**config.mk**
```make
export PLATFORM = sky130hd
export DESIGN_NAME = mem_access_unit
export DESIGN_NICKNAME = d
export VERILOG_FILES = /design/src/rtl/mem_access_unit.sv
export SDC_FILE = /design/constraint.sdc
export NUM_CORES = 1
export LEC_CHECK = 0
export CORE_ASPECT_RATIO = 0.7
export CORE_UTILIZATION = 46
export DETAILED_ROUTE_END_ITERATION = 8
export PLACE_DENSITY = 0.86
export SLEW_MARGIN = 20
export SYNTH_ARGS = -nofsm -noshare
export SYNTH_HDL_FRONTEND = slang
export SYNTH_SLANG_ARGS = --single-unit
```
**constraint.sdc**
```tcl
create_clock -name clock -period 5 [get_ports clock]
set_input_delay 0.5 -clock clock [delete_from_list [all_inputs] [get_ports clock]]
set_output_delay 0.5 -clock clock [all_outputs]
set_load 0.02 [all_outputs]
```
**src/rtl/mem_access_unit.sv**
```systemverilog
// Data-memory load/store sequencer: one bus transaction per start, registered outputs.
// Optional build macro MISALIGN_TRAP_EN turns misaligned H/W accesses into an immediate error completion.
module mem_access_unit #(
  parameter int unsigned TIMEOUT = 255
) (
  input  logic        clock,
  input  logic        reset,
  input  logic        start,
  input  logic [31:0] ir,
  input  logic [31:0] addr,
  input  logic [31:0] wdata,
  output logic        busy,
  output logic        done,
  output logic        err,
  output logic        mem_req,
  output logic        mem_we,
  output logic [31:0] mem_addr,
  output logic [3:0]  mem_be,
  output logic [31:0] mem_wdata,
  input  logic        mem_ack,
  input  logic [31:0] mem_rdata,
  output logic [31:0] ld_data,
  output logic [31:0] ld_ir,
  output logic [1:0]  ld_offset
);

  typedef enum logic [1:0] {IDLE, REQ, DONE} state_t;

  localparam logic [15:0] CNT_LAST = 16'(TIMEOUT - 1);

  state_t      state, state_nxt;
  logic [15:0] cnt, cnt_nxt;
  logic        busy_nxt, done_nxt, err_nxt, mem_req_nxt, mem_we_nxt;
  logic [31:0] mem_addr_nxt, mem_wdata_nxt, ld_data_nxt, ld_ir_nxt;
  logic [3:0]  mem_be_nxt;
  logic [1:0]  ld_offset_nxt;
  logic [2:0]  funct3;
  logic        is_store;
  logic        misaligned;

  assign funct3   = ir[14:12];
  assign is_store = (ir[6:0] == 7'b0100011);

  always_comb begin
    misaligned = 1'b0;
`ifdef MISALIGN_TRAP_EN
    if (funct3[1:0] == 2'b01)
      misaligned = addr[0];
    else if (funct3 == 3'b010)
      misaligned = |addr[1:0];
`endif
  end

  always_comb begin
    state_nxt     = state;
    cnt_nxt       = cnt;
    done_nxt      = 1'b0;
    err_nxt       = 1'b0;
    mem_req_nxt   = mem_req;
    mem_we_nxt    = mem_we;
    mem_addr_nxt  = mem_addr;
    mem_be_nxt    = mem_be;
    mem_wdata_nxt = mem_wdata;
    ld_data_nxt   = ld_data;
    ld_ir_nxt     = ld_ir;
    ld_offset_nxt = ld_offset;

    case (state)
      IDLE: begin
        if (start) begin
          cnt_nxt      = 16'd0;
          ld_ir_nxt    = ir;
          mem_addr_nxt = {addr[31:2], 2'b00};
          mem_we_nxt   = is_store;
          case (funct3[1:0])
            2'b00:   ld_offset_nxt = addr[1:0];
            2'b01:   ld_offset_nxt = {1'b0, addr[1]};
            default: ld_offset_nxt = 2'b00;
          endcase
          if (!is_store) begin
            mem_be_nxt    = 4'b1111;
            mem_wdata_nxt = 32'd0;
          end else begin
            case (funct3)
              3'b000: begin
                mem_be_nxt    = 4'b0001 << addr[1:0];
                mem_wdata_nxt = {4{wdata[7:0]}};
              end
              3'b001: begin
                mem_be_nxt    = addr[1] ? 4'b1100 : 4'b0011;
                mem_wdata_nxt = {2{wdata[15:0]}};
              end
              default: begin
                mem_be_nxt    = 4'b1111;
                mem_wdata_nxt = wdata;
              end
            endcase
          end
          if (misaligned) begin
            state_nxt = DONE;
            done_nxt  = 1'b1;
            err_nxt   = 1'b1;
          end else begin
            state_nxt   = REQ;
            mem_req_nxt = 1'b1;
          end
        end
      end
      REQ: begin
        // Ack wins over a timeout landing on the same edge.
        if (mem_ack) begin
          mem_req_nxt = 1'b0;
          if (!mem_we) ld_data_nxt = mem_rdata;
          state_nxt = DONE;
          done_nxt  = 1'b1;
        end else if (cnt == CNT_LAST) begin
          mem_req_nxt = 1'b0;
          state_nxt   = DONE;
          done_nxt    = 1'b1;
          err_nxt     = 1'b1;
        end else begin
          cnt_nxt = cnt + 16'd1;
        end
      end
      DONE:    state_nxt = IDLE;
      default: state_nxt = IDLE;
    endcase

    busy_nxt = (state_nxt != IDLE);
  end

  always_ff @(posedge clock) begin
    if (!reset) begin
      state     <= IDLE;
      cnt       <= 16'd0;
      busy      <= 1'b0;
      done      <= 1'b0;
      err       <= 1'b0;
      mem_req   <= 1'b0;
      mem_we    <= 1'b0;
      mem_addr  <= 32'd0;
      mem_be    <= 4'd0;
      mem_wdata <= 32'd0;
      ld_data   <= 32'd0;
      ld_ir     <= 32'd0;
      ld_offset <= 2'd0;
    end else begin
      state     <= state_nxt;
      cnt       <= cnt_nxt;
      busy      <= busy_nxt;
      done      <= done_nxt;
      err       <= err_nxt;
      mem_req   <= mem_req_nxt;
      mem_we    <= mem_we_nxt;
      mem_addr  <= mem_addr_nxt;
      mem_be    <= mem_be_nxt;
      mem_wdata <= mem_wdata_nxt;
      ld_data   <= ld_data_nxt;
      ld_ir     <= ld_ir_nxt;
      ld_offset <= ld_offset_nxt;
    end
  end

endmodule

```
==> summary.txt <==
share of cells above drive strength 1 = 0.05154
post-CTS resize count = 0
critical path type = in2reg
PD cells = 305.3 mW/mm^2
CTS Sinks = 155
share of the synthesized area in the top cell type = 0.4880
Synth Instances = 755
CTS buffer count = 17
Final HPWL DP = 12.99 mm
max frequency = 0.3818 GHz
dpl ws = 1.938 ns
DIE AREA = 0.01430 sq mm
count leader, synth = nand2_1
Area contributors post-synth = dfxtp_1, nand2_1, a21boi_0, mux2i_1, nor2b_1
ys async rst share = 0
vias in the first global route = 5,695
global-route wire length before repair = 28.79 mm
final WL = 18.75 mm
delay-heaviest family, CP = simple AND/OR/NAND/NOR gates
Cell Area, Synth = 0.006359 sq mm
logic gate share of total power = 0.149
Initial Util = 0.4776
root buf cell = clkbuf_16
Reg clk slew, reported paths = 0.06 ns
Pwr Total = 2953 uW
Residual DRC = 0
Startpoint Class = primary input
Switching Fraction = 0.2672
crit-path max FO = 17
sequential share of power = 0.442
Buffers & Inverters on Critical Path = 1
largest net degree at the start of global routing = 141
DRT Pass-1 Iters = 5
Max VDD drop = 0.2609 mV
Clock Skew = 0.01028 ns
antenna cell count = 0
via count = 6,121
crit-path most repeated cell = a21oi_1
FF+latch count, synth = 155
clk_lat worst skew = 0.42 ns
Worst EP required = 5.34 ns
Std-Cell Rows = 35
CP Capture Type = flop
sw power = 789.0 uW
setup violators final = 0
synth-to-layout area growth = 52.11%
die width = 142.5 um
Die Ht = 100.4 um
total track usage = 0.2567
run status = completed
clock share of power = 0.408
Crit path largest cell delay = 0.80 ns
Final Cycle Share = 0.5239
starting DRC count in detailed routing = 324
Hold/Removal Path Class = in2reg
wire per inst = 15.70 um
fin crit period = 2.619 ns
flop-to-flop setup slack = 2.58 ns
initial antenna violation count = 0
Post-synth top cells = nand2_1, dfxtp_1, a21boi_0
CP Cell Sequence = clkdlybuf4s50_1 -> nor3b_4 -> nand4_1 -> a21oi_1 -> a21oi_1 -> nor2b_1
GRT overflow = 0
# port buffers = 268
unrepaired setup endpoints after global routing = false
Slew @ Worst Pin = 0.9879 ns
Netlist cell types = 48
Slew HR = 0.3414
Syn Area/Cell = 8.422 sq um
DRT antenna net count = 0
setup_tns = 0 ns
YS warnings = 0
maxcap violations = 0
Max Slew Vio Count = 0
Synth Flop Type = dfxtp_1
worst hold slack = 0.3952 ns
Max Buffers Root-to-Sink = 2
register area share after synthesis = 0.4880
Leakage Power = 0.003461 uW
H-tree lvl count = 4
routed vias/inst = 5.126
CTS tree = built
Int Power = 2164 uW
io pins = 271
CP max stage cell = nand4_1
GP Congestion = 0.8462
Hold Buf Count CTS = 0
Data arrival, critical path = 2.96 ns
Core ar. = 0.01331 sq mm
Nets = 1,130
Fin. Hold Viols = 0
area leader, netlist = dfxtp_1
Post-synth EDFFs = 0
Post-CTS Setup Repair Bufs = 0
fin worst setup slack = 2.381 ns
layout make-up:
class,instances,area (sq um)
clock buffers,18,439.2
clock inverters,14,113.9
fillers,1048,3641
inverters,2,7.507
multi-input cells,546,3048
flip-flops and latches,155,3103
well taps,185,231.5
repair buffers,274,2729
cell families (layout without fill, tap and decap cells):
family | count (synthesis) | in the layout | share of synthesized area
compound gates | 193 | 193 | 0.2100
fa+ha+maj | 2 | 2 | 0.003935
buf+inv | 55 | 308 | 0.03542
flops | 155 | 155 | 0.4880
mux | 16 | 16 | 0.02519
other cells | 1 | 2 | 0.0005898
simple gates | 333 | 333 | 0.2369
final timing paths:
kind         cells past startpoint                     from                         end
max                              6                    start  mem_wdata[17]$_SDFFE_PN0P_
max reg2reg                      5      state[0]$_SDFF_PN0_  mem_wdata[17]$_SDFFE_PN0P_
min reg2reg                      2  ld_data[5]$_SDFFE_PN0P_     ld_data[5]$_SDFFE_PN0P_
min                              2                    reset        cnt[12]$_SDFFE_PN0P_
power groups by stage:
stage	combinational (uW)	sequential [uW]	clock, uW
finish	440	1310	1210
global route	472	1310	1270
detailed placement	440	1330	0
CTS	443	1310	1220
floorplan	142	1390	0
global placement	438	1330	0
metal layers:
layer | wire length, um | vias up | GRT usage
met5 | 0 | - | 0
met3 | 1445 | 25 | 0.06966
li1 | - | 3036 | -
met1 | 7950 | 2839 | 0.3190
met2 | 8986 | 221 | 0.4265
met4 | 363 | 0 | 0.09595
stage by stage:
stage / std cells / instance area, sq um / util
after floorplan: 756 / 6362 / -
after global placement: 1162 / 9115 / 0.6847
after detailed placement: 1162 / 9115 / 0.6847
after CTS: 1194 / 9668 / 0.7262
after global routing: 1194 / 9672 / 0.7265
final: 1194 / 9672 / 0.7265
worst register-to-register path, delay by kind of cell (launching register included):
| kind | cells | cell delay, ns |
|---|---|---|
| compound gates | 2 | 0.47 |
| simple gates | 3 | 1.54 |
| flops | 1 | 0.35 |
cell usage in the layout, fill, tap and decap left out, drive strengths merged, types with 4 or more instances in the layout:
master and count:
clkbuf 18, a21oi 22, clkdlybuf4s50 267, nor2 13, nand2 243, mux2i 16
a21boi 107, a31oi 5, nor2b 24, a22oi 8, o21ai 28, and2 10
nor4 5, dfxtp 155, inv 6, nand3 8, nand4 8, buf 7
o31ai 6, o211ai 8, nor3 4, clkinv 7
sequential cells by signal, summed over array words and instances, names as in the netlist:
register / count
err: 1
ld_data: 32
done: 1
ld_ir: 32
state: 2
mem_we: 1
ld_offset: 2
mem_req: 1
mem_be: 4
mem_wdata: 32
busy: 1
mem_addr: 30
cnt: 16
Power figures use the tool's default switching activity.
